==> config.mk <==
export PLATFORM = sky130hd
export DESIGN_NAME = seven_segment_reader
export DESIGN_NICKNAME = d
export VERILOG_FILES = /design/src/rtl/seven_segment_reader.sv
export SDC_FILE = /design/constraint.sdc
export NUM_CORES = 1
export LEC_CHECK = 0
export CAP_MARGIN = 30
export CORE_AREA = 2 2 57 70
export DETAILED_ROUTE_END_ITERATION = 6
export DIE_AREA = 0 0 59 72
export PLACE_DENSITY = 0.64
export SLEW_MARGIN = 5
export SYNTH_ARGS = -nofsm -noshare
export SYNTH_HDL_FRONTEND = slang
export SYNTH_SLANG_ARGS = --single-unit
export TNS_END_PERCENT = 50
==> constraint.sdc <==
create_clock -name clk -period 3.4 [get_ports clk]
set_clock_uncertainty 0.2 [all_clocks]
set_input_delay 0.85 -clock clk [delete_from_list [all_inputs] [get_ports clk]]
set_output_delay 0.85 -clock clk [all_outputs]
set_load 0.005 [all_outputs]
==> src/rtl/seven_segment_reader.sv <==
// Reverse seven-segment decoder: glitch-filters a segment bus and reports each newly accepted pattern.
// Optional hex entries A-F enabled by defining SEVSEG_HEX_EN.
module seven_segment_reader #(
  parameter int STABLE = 4
) (
  input  logic       clk,
  input  logic       rst,
  input  logic       seg_en,
  input  logic [6:0] seg,
  output logic [3:0] digit,
  output logic       digit_valid,
  output logic       blank,
  output logic       err
);

  localparam int CW = $clog2(STABLE + 1);
  localparam logic [CW-1:0] STABLE_C = CW'(STABLE);
  localparam logic [CW-1:0] ONE_C    = CW'(1);

  typedef enum logic {ACQUIRE, HOLD} state_t;

  state_t        state_q, state_d;
  logic [6:0]    cand_q, cand_d;
  logic [CW-1:0] cnt_q, cnt_d;
  logic [6:0]    last_q, last_d;
  logic          last_ok_q, last_ok_d;
  logic [3:0]    digit_q, digit_d;
  logic          digit_valid_q, digit_valid_d;
  logic          blank_q, blank_d;
  logic          err_q, err_d;

  logic          accept;
  logic          pulse;
  logic [6:0]    acc_pat;
  logic [4:0]    dec;

  // Returns {known, value}
  function automatic logic [4:0] decode(input logic [6:0] p);
    case (p)
      7'h3F:   decode = 5'h10;
      7'h06:   decode = 5'h11;
      7'h5B:   decode = 5'h12;
      7'h4F:   decode = 5'h13;
      7'h66:   decode = 5'h14;
      7'h6D:   decode = 5'h15;
      7'h7D:   decode = 5'h16;
      7'h07:   decode = 5'h17;
      7'h7F:   decode = 5'h18;
      7'h6F:   decode = 5'h19;
`ifdef SEVSEG_HEX_EN
      7'h77:   decode = 5'h1A;
      7'h7C:   decode = 5'h1B;
      7'h39:   decode = 5'h1C;
      7'h5E:   decode = 5'h1D;
      7'h79:   decode = 5'h1E;
      7'h71:   decode = 5'h1F;
`endif
      default: decode = 5'h00;
    endcase
  endfunction

  always_comb begin
    state_d   = state_q;
    cand_d    = cand_q;
    cnt_d     = cnt_q;
    last_d    = last_q;
    last_ok_d = last_ok_q;
    digit_d   = digit_q;
    accept    = 1'b0;
    acc_pat   = cand_q;

    if (seg_en) begin
      if (seg != cand_q) begin
        cand_d  = seg;
        cnt_d   = ONE_C;
        acc_pat = seg;
        if (STABLE == 1) begin
          state_d = HOLD;
          accept  = 1'b1;
        end else begin
          state_d = ACQUIRE;
        end
      end else if (state_q == ACQUIRE && cnt_q < STABLE_C) begin
        cnt_d = cnt_q + ONE_C;
        if (cnt_d == STABLE_C) begin
          state_d = HOLD;
          accept  = 1'b1;
        end
      end
    end

    dec = decode(acc_pat);
    // A pattern returning after a short glitch matches last and stays silent
    pulse         = accept && (!last_ok_q || acc_pat != last_q);
    digit_valid_d = pulse;
    blank_d       = pulse && (acc_pat == 7'h00);
    err_d         = pulse && !dec[4] && (acc_pat != 7'h00);
    if (pulse) begin
      last_d    = acc_pat;
      last_ok_d = 1'b1;
      if (dec[4]) digit_d = dec[3:0];
    end
  end

  always_ff @(posedge clk) begin
    if (rst) begin
      state_q       <= ACQUIRE;
      cand_q        <= '0;
      cnt_q         <= '0;
      last_q        <= '0;
      last_ok_q     <= 1'b0;
      digit_q       <= '0;
      digit_valid_q <= 1'b0;
      blank_q       <= 1'b0;
      err_q         <= 1'b0;
    end else begin
      state_q       <= state_d;
      cand_q        <= cand_d;
      cnt_q         <= cnt_d;
      last_q        <= last_d;
      last_ok_q     <= last_ok_d;
      digit_q       <= digit_d;
      digit_valid_q <= digit_valid_d;
      blank_q       <= blank_d;
      err_q         <= err_d;
    end
  end

  assign digit       = digit_q;
  assign digit_valid = digit_valid_q;
  assign blank       = blank_q;
  assign err         = err_q;

endmodule

Yosys cells after proc, flatten, opt, wreduce, memory -nomap -nowiden
Cells that the tools add are included.
{"block": "totals", "regBits": 26, "in_bits": 10, "out_inout_bits": 7, "word_cells": 52}
{"block": "classes", "mux": 12, "n_eq_ne": 13, "n_reduce_logical": 15, "n_bitwise": 1, "magnitude_cmp": 1, "n_addsub": 1}
{"cell": "one-hot mux 5 bit (10 select lines)", "n": 1}
{"cell": "equality test 7 bit, second input constant", "n": 7}
{"cell": "equality test 7 x 3 -> 1 bit, second input constant", "n": 2}
{"cell": "2-to-1 mux 7 bit", "n": 2}
{"cell": "inequality test 7 bit", "n": 2}
{"cell": "equality test 7 x 6 -> 1 bit, second input constant", "n": 1}
{"cell": "logical NOT 7 bit", "n": 1}
{"cell": "2-to-1 mux 1 bit", "n": 7}
{"cell": "nonzero test 7 bit", "n": 1}
{"cell": "2-to-1 mux 3 bit", "n": 2}
{"cell": "logical AND 1 bit", "n": 5}
{"cell": "AND reduction 2 bit", "n": 2}
{"cell": "nonzero test 2 bit", "n": 2}
{"cell": "adder 3 x 1 -> 3 bit, second input constant", "n": 1}
{"cell": "equality test 3 bit, second input constant", "n": 1}
{"cell": "less-than comparator 3 bit, second input constant", "n": 1}
{"cell": "AND reduction 3 bit", "n": 1}
{"cell": "logical NOT 1 bit", "n": 2}
{"cell": "logical OR 1 bit", "n": 1}
{"cell": "inverter 1 bit", "n": 1}

Depth between registers and ports, before layout
Gate-level depths: netlist (run 1).
{"block": "logic_depth", "ltp_word": 9, "depth_mapped": 9, "depth_no_buf": 7}

Least setup slack after synthesis (run 1)
No wires, ideal clock.
{"block": "synth_timing", "path_kind": "input to register", "startpoint": "in seg[3]", "endpoint": "reg digit_q[0], in the netlist digit[0]", "slack_ns": 0.573, "required_ns": 3.079, "n_path_buf": 2, "arrival_ns": 2.505, "path_stages": 8, "setup_ns": 0.121, "path_cell_list": "clkbuf_1 xor2_1 or3_1 buf_2 nor2_2 nand4_2 a21oi_4 mux2_4"}
{"block": "synth_via", "elab_chain_len": 7, "elab_cells_between_ends": 20, "classes_between": "eq/ne (12); mux (5); reduce/logical (3)"}
{"element": "start, declared", "line_no": "9", "source": "input logic [6:0] seg,"}
{"element": "branches (longest 7 deep; another with one-hot mux 5 bit (10 select lines))"}
{"element": "end signal, assigned", "line_no": "122", "source": "digit_q <= digit_d;"}
{"element": "end, declared", "line_no": "27", "source": "logic [3:0] digit_q, digit_d;"}
Several ways; the timed one is not identified.
A chain may end at the register's enable or synchronous reset.

Worst setup path after layout (run 1)
{"block": "layout_timing", "startpoint": "in seg[2]", "endpoint": "reg digit_q[0], in the netlist digit[0]"}
The elaborated chain is that of the path after synthesis.

==> results of run 1 <==
-- area by class of cell --
type / count / area share
clock buffers: 3 / 0.0208
clock inverters: 1 / 0.0151
inverters: 5 / 0.00943
multi-input cells: 133 / 0.481
flip-flops and latches: 26 / 0.262
well taps: 39 / 0.0245
repair buffers: 41 / 0.187
-- layer usage --
metal,GRT usage,up-vias,routed length (um)
met5,0,-,0
met4,0.0808,0,103
met3,0.0267,12,129
met2,0.323,35,1890
met1,0.241,653,1570
li1,-,692,-
-- power breakdown --
group          internal [mW]  switching (mW)
Combinational         0.0591          0.0643
Clock                  0.158           0.100
Sequential             0.310         0.00791
-- flip-flops by register name (all words and copies together) (netlist names) --
signal and flops:
cand_q 7, last_q 7, digit 4, cnt_q 3, blank 1, digit_valid 1, err 1, last_ok_q 1
state_q 1
-- through the flow --
stage / instance area [um2] / util / setup slack, ns / setup TNS [ns]
floorplan: 1560 / - / 0.573 / 0
global placement: 1920 / 0.541 / 0.0218 / 0
detailed placement: 1920 / 0.541 / -0.112 / -0.211
CTS: 1990 / 0.561 / 0.175 / 0
global route: 1990 / 0.561 / 0.0815 / 0
finish: 1990 / 0.561 / 0.158 / 0
-- cell families (layout without fill, tap and decap cells) --
| kind of cell | count (synthesis) | after routing | synth area share |
|---|---|---|---|
| AO/OA/AOI/OAI | 39 | 39 | 0.201 |
| XOR/XNOR | 14 | 14 | 0.0787 |
| adder cells (fa/ha/maj) | 2 | 2 | 0.0161 |
| buffers and inverters | 15 | 50 | 0.0514 |
| flip-flops | 26 | 26 | 0.334 |
| multiplexers | 13 | 13 | 0.103 |
| AND/OR/NAND/NOR | 65 | 65 | 0.216 |
-- Yosys cell counts, types with 2 or more instances --
master     n
a21oi_1    7
mux2_2     3
o32a_1     2
clkbuf_1   4
inv_1      5
mux2_4     2
a31oi_1    3
nand4_2    2
buf_2      4
dfxtp_1   26
ha_1       2
nand4_1    4
nand2_1   10
xnor2_1   13
nor2b_1    3
nand3_1    4
a211oi_1   9
o21ai_0    4
nor3_1     3
mux2i_1    6
nor2_1    27
-- final timing paths --
check,to,slack [ns],cells past startpoint
worst max register to register,digit[0],0.79,8
worst min-delay path,digit[3],0.28,2
worst max-delay path,digit[0],0.16,9
worst min register to register,digit[3],0.28,2
-- worst max-delay path: stages --
cell	delay, ns
clkdlybuf4s50_1	0.46
xnor2_1	0.23
nand4_2	0.18
buf_4	0.19
o32a_1	0.37
a21oi_2	0.24
a221oi_2	0.12
a21oi_4	0.23
mux2_4	0.33
==> out/results.ini, run 1 <==
[place]
place_congestion=0.882
io_buffers=16
dp_hpwl_mm=2.92
placed_cells=244

[logic_synthesis]
asyncSetResetFlopFracSynth=0
synth_edf_count=0
ys_top_cells_by_area=dfxtp_1, xnor2_1, nor2_1
syn_nets=186
synth_cells=174
syn_area_um2=1560
avgSynthCellArea_um2=8.95
ys_types=52
yosys.area.top_type_share=0.334
yosys_warnings=0
synth.largest_area_cell=dfxtp_1
ys_seq_area_frac=0.334
synth_top_flop_cell=dfxtp_1
synth_seq_cells=26

[clock_tree]
htreeDepth=1
clockBufferDepth=2
cts-root-buf=clkbuf_8
cts_tree=done
clkSlewWorstSetupHoldPaths_ns=0.09
ctsHoldBuffers=0
postCtsSetupRepairBufs=0
cts_sinks=26
post_cts_resized=0
clock_latency_ns=0.27
cts_buffers=3

[finish]
area_delta_synth_final_pct=27.7
seq_area_um2=520
n_antenna_cell=0
final_cells=248
layout_commonest_cell=nor2_1
final_cell_mix=nor2_1, dfxtp_1, buf_4
final_layout_size_suffix_gt1_frac=0.230
n_fill_cell=341
fin_nets=222
multi_input_area_um2=957

[drt]
via_count=1392
dr.pass1.iters=4
routed_wl_mm=3.69
wl_per_cell_um=14.9
via_per_inst=5.61
drc=0
ant_nets=0
initialDrtViolationCount=80

[timing]
fin_hold_ws_ns=0.280
period_needed_ns=3.24
relSlewSlack=0.711
drv_slew=0
fmax_mhz=308
setup_viol=0
hold_violations=0
finalCritPeriodShare=0.953
rsz0062_at_grt=no
worst_slew_pin_slew_ns=0.423

[power]
p_leak_nw=0.697
p_per_area_nw_per_um2=352
vdd_drop_max_v=0.000268
finalPower_uw=699

[floorplan]
dieArea_um2=4250
fp.dieH_um=72
initial_core_util=0.440
die_width_um=59
boundaryPins=17
rows=24
core_um2=3540

[setup_path]
crit_path_end_kind=register
worstPathArrival_ns=3.20
critPathKind=input port to register
r2r_start=cand_q[1]
cp.required_ns=3.36
crit_start=seg[2]
crit_path_max_fanout=4
startpoint_type=input port

[outcome]
status=completed

[grt]
grt_remaining_overflow=0
grt_usage=0.192
antenna_found_initial=0
grt_max_degree=29
grt_pass1_vias=1387
grt_pass1_wl_mm=6.38

[worst_hold_path]
min_from=digit[3]
holdCritPathClass=register to register

[run]
maxCapViolCount=0

No activity file was read; power rests on OpenSTA's default activity.
==> run 2, diff against run 1 <==
==> constraint.sdc (replaced) <==
create_clock -name clk -period 3.4 [get_ports clk]
set_clock_uncertainty 0.2 [all_clocks]
set_input_delay 0.34 -clock clk [delete_from_list [all_inputs] [get_ports clk]]
set_output_delay 0.34 -clock clk [all_outputs]
set_load 0.005 [all_outputs]
==> out/results.ini, run 2 (synthesized netlist as in run 1, its figures left out) <==
[run]
maxCapViolCount=0

[finish]
final_layout_size_suffix_gt1_frac=0.148
final_cell_mix=nor2_1, dfxtp_1, clkdlybuf4s50_1
layout_commonest_cell=nor2_1
n_antenna_cell=0
seq_area_um2=520
multi_input_area_um2=957
area_delta_synth_final_pct=16.5
n_fill_cell=360
fin_nets=202

[timing]
setup_viol=0
hold_violations=0
drv_slew=0
rsz0062_at_grt=no
layout_setup_ws_ns=0.614
finalCritPeriodShare=0.819
relSlewSlack=0.340
fmax_mhz=359
worst_slew_pin_slew_ns=0.986
period_needed_ns=2.79
finalSetupTns_ns=0

[drt]
via_per_inst=5.73
top_layer_used=met4
routed_wl_mm=3.36
wl_met1_mm=1.52
ant_nets=0
dr_wl_met3_um=39
dr.pass1.iters=4
initialDrtViolationCount=70
via_count=1307
wl_per_cell_um=14.7
drc=0
wl_met2_mm=1.75

[setup_path]
crit_path_max_fanout=7
crit_path_end_kind=register
r2r_start=cand_q[1]
crit_start=seg[1]
crit_family=compound AO/OA/AOI/OAI gates
startpoint_type=input port
cp.required_ns=3.36
max_stage_delay_ns=0.59
cp_slowest_cell=clkdlybuf4s50_1
critPathKind=input port to register
cp_cell_sequence=clkdlybuf4s50_1 -> xnor2_1 -> nand4_2 -> o32a_1 -> a2111oi_0 -> a211oi_2 -> a21oi_4 -> mux2_4
worstPathArrival_ns=2.75
path_buf_inv=1

[power]
vdd_drop_max_v=0.000287
p_leak_nw=0.597
p_per_area_nw_per_um2=373

[floorplan]
initial_core_util=0.440
boundaryPins=17
dieArea_um2=4250
fp.dieH_um=72
die_width_um=59
core_um2=3540
rows=24

[clock_tree]
cts_buffers=3
clock_latency_ns=0.27
clkSlewWorstSetupHoldPaths_ns=0.09
postCtsSetupRepairBufs=0
post_cts_resized=0
htreeDepth=1
cts_sinks=26
cts_tree=done
clockBufferDepth=2
cts-root-buf=clkbuf_8
ctsHoldBuffers=0

[grt]
grt_max_degree=29
grt_usage=0.176
grt_remaining_overflow=0
grt_pass1_wl_mm=5.86
grt_pass1_vias=1246
antenna_found_initial=0

[place]
dp_hpwl_mm=2.59
place_congestion=0.807
post-place-ws_ns=0.333
io_buffers=16

[worst_hold_path]
min_from=digit[3]
holdCritPathClass=register to register

[outcome]
status=completed

==> run 2: cell count changes in the layout (fill, tap and decap cells not counted) <==
| cell | before | now |
|---|---|---|
| buf_4 | 23 | 5 |
| buf_12 | 2 | 0 |
==> run 2: per-layer routing <==
layer | vias up | track usage
li1 | 652 | -
met1 | 639 | 0.217
met2 | 10 | 0.312
met3 | 6 | 0.0214
met4 | 0 | 0.0556
met5 | - | 0
==> run 2: area by class of cell <==
type | instances | area share
inverter | 5 | 0.0103
timing repair buffer | 21 | 0.109
clock inverter | 1 | 0.0166
tap | 39 | 0.0269
multi-input combinational | 133 | 0.528
sequential | 26 | 0.287
clock buffer | 3 | 0.0228
==> run 2: report_power, final <==
| group | internal (mW) | leakage (nW) | switching (mW) | total [mW] |
|---|---|---|---|---|
| combinational | 0.0445 | 0.350 | 0.0598 | 0.104 |
| sequential | 0.310 | 0.211 | 0.00769 | 0.318 |
| clock | 0.157 | 0.0357 | 0.0978 | 0.255 |
| total | 0.512 | 0.597 | 0.165 | 0.677 |
==> run 2: final timing paths <==
check             endpoint  slack [ns]  cells past startpoint
setup reg to reg  digit[2]        0.80                      7
setup / recovery  digit[2]        0.61                      8
hold reg to reg   digit[3]        0.27                      2
hold / removal    digit[3]        0.27                      2
==> run 2: through the flow <==
stage	area [um2]	util	power, mW	std cells	hold slack (ns)
after global placement	1740	0.492	0.426	224	0.265
final	1810	0.512	0.677	228	0.275
after CTS	1810	0.512	0.680	228	0.282
after floorplan	1560	-	0.398	174	0.240
after detailed placement	1740	0.492	0.428	224	0.271
after global routing	1810	0.512	0.706	228	0.309
==> run 2: worst min-delay path: stages, from the launching register on <==
cell and delay, ns:
dfxtp_1 0.32, nand2b_1 0.06, mux2i_1 0.06
==> run 3, diff against run 2 <==
==> constraint.sdc (replaced) <==
create_clock -name clk -period 2.92 [get_ports clk]
set_clock_uncertainty 0.2 [all_clocks]
set_input_delay 0.292 -clock clk [delete_from_list [all_inputs] [get_ports clk]]
set_output_delay 0.292 -clock clk [all_outputs]
set_load 0.005 [all_outputs]
==> out/results.ini, run 3 (synthesized netlist as in run 1, its figures left out) <==
[setup_path]
crit_family=compound AO/OA/AOI/OAI gates
cp_slowest_cell=clkdlybuf4s50_1
crit_path_end_kind=register
startpoint_type=input port
cp_cell_sequence=clkdlybuf4s50_1 -> xnor2_1 -> nand4_2 -> o21ai_0 -> a2111oi_0 -> buf_4 -> a211oi_2 -> a21oi_4 -> mux2_4
max_stage_delay_ns=0.51
crit_path_max_fanout=7
worstPathArrival_ns=2.61
path_buf_inv=2
cp.required_ns=2.89
critPathKind=input port to register

[place]
place_congestion=0.939
post-place-ws_ns=-0.0244
io_buffers=16
dp_hpwl_mm=2.78

[finish]
final_layout_size_suffix_gt1_frac=0.215
n_fill_cell=345
n_antenna_cell=0
seq_area_um2=520
multi_input_area_um2=957
fin_nets=218
final_cell_mix=nor2_1, dfxtp_1, buf_4
layout_commonest_cell=nor2_1
area_delta_synth_final_pct=25.0

[clock_tree]
ctsHoldBuffers=0
cts_sinks=26
cts_tree=done
clock_latency_ns=0.28
postCtsSetupRepairBufs=0
htreeDepth=1
clockBufferDepth=2
cts_buffers=3
post_cts_resized=0
cts-root-buf=clkbuf_8
clkSlewWorstSetupHoldPaths_ns=0.09

[grt]
grt_usage=0.179
grt_remaining_overflow=0
grt_pass1_wl_mm=5.92
use_met3=0.0267
gr-usage-met2=0.298
grt_max_degree=29
busiest_layer=met2
grt_use_met1=0.226
antenna_found_initial=0
grt_pass1_vias=1347

[drt]
ant_nets=0
drc=0
wl_per_cell_um=14.6
via_per_inst=5.57
via_count=1359
initialDrtViolationCount=50
routed_wl_mm=3.57
dr.pass1.iters=4

[timing]
layout_setup_ws_ns=0.277
finalCritPeriodShare=0.905
fin_hold_ws_ns=0.284
drv_slew=0
setup_viol=0
hold_violations=0
rsz0062_at_grt=no
worst_slew_pin_slew_ns=0.432
period_needed_ns=2.64
fmax_mhz=378
relSlewSlack=0.704

[power]
p_per_area_nw_per_um2=417
p_leak_nw=0.674
vdd_drop_max_v=0.000222

[floorplan]
dieArea_um2=4250
die_width_um=59
initial_core_util=0.440
rows=24
boundaryPins=17
fp.dieH_um=72
core_um2=3540

[worst_hold_path]
holdCritPathClass=register to register

[outcome]
status=completed

[run]
maxCapViolCount=0

## run 3: cell count changes in the layout (fill, tap and decap cells not counted)
cell,previous run,this run
buf_12,0,1
buf_4,5,20
## run 3: final cells by class
| cell class | instances | area share |
|---|---|---|
| clock buffers | 3 | 0.0212 |
| clock inverters | 1 | 0.0154 |
| inverters | 5 | 0.00964 |
| multi-input cells | 133 | 0.492 |
| flip-flops and latches | 26 | 0.267 |
| well taps | 39 | 0.0251 |
| repair buffers | 37 | 0.170 |
## run 3: per-layer routing
layer	wire, um	part of all wire
met1	1640	0.46
met2	1780	0.50
met3	60	0.017
met4	84	0.024
met5	0	0
## run 3: metrics by stage
step / TNS, ns / utilization / instances / total power, mW / area (um2)
2_1_floorplan: 0 / - / 174 / 0.464 / 1560
3_3_place_gp: 0 / 0.529 / 240 / 0.514 / 1880
3_5_place_dp: -0.0444 / 0.529 / 240 / 0.516 / 1880
4_1_cts: 0 / 0.549 / 244 / 0.817 / 1950
5_1_grt: 0 / 0.549 / 244 / 0.848 / 1950
6_report: 0 / 0.549 / 244 / 0.812 / 1950
## run 3: worst paths after layout
path             start  endpoint  slack, ns  cells past startpoint
max             seg[0]  digit[0]       0.28                      9
max reg2reg  cand_q[1]  digit[0]       0.37                      8
min reg2reg   digit[3]  digit[3]       0.28                      2
min           digit[3]  digit[3]       0.28                      2
## run 3: tightest hold or removal path, cell delays in order, from the launching register on
cell	delay, ns
dfxtp_1	0.32
nand2b_1	0.06
mux2i_1	0.06
## run 3: power breakdown
part	switching, mW	internal [mW]	leakage (nW)
sequential	0.00913	0.361	0.211
combinational	0.0735	0.0651	0.427
clock	0.120	0.184	0.0357
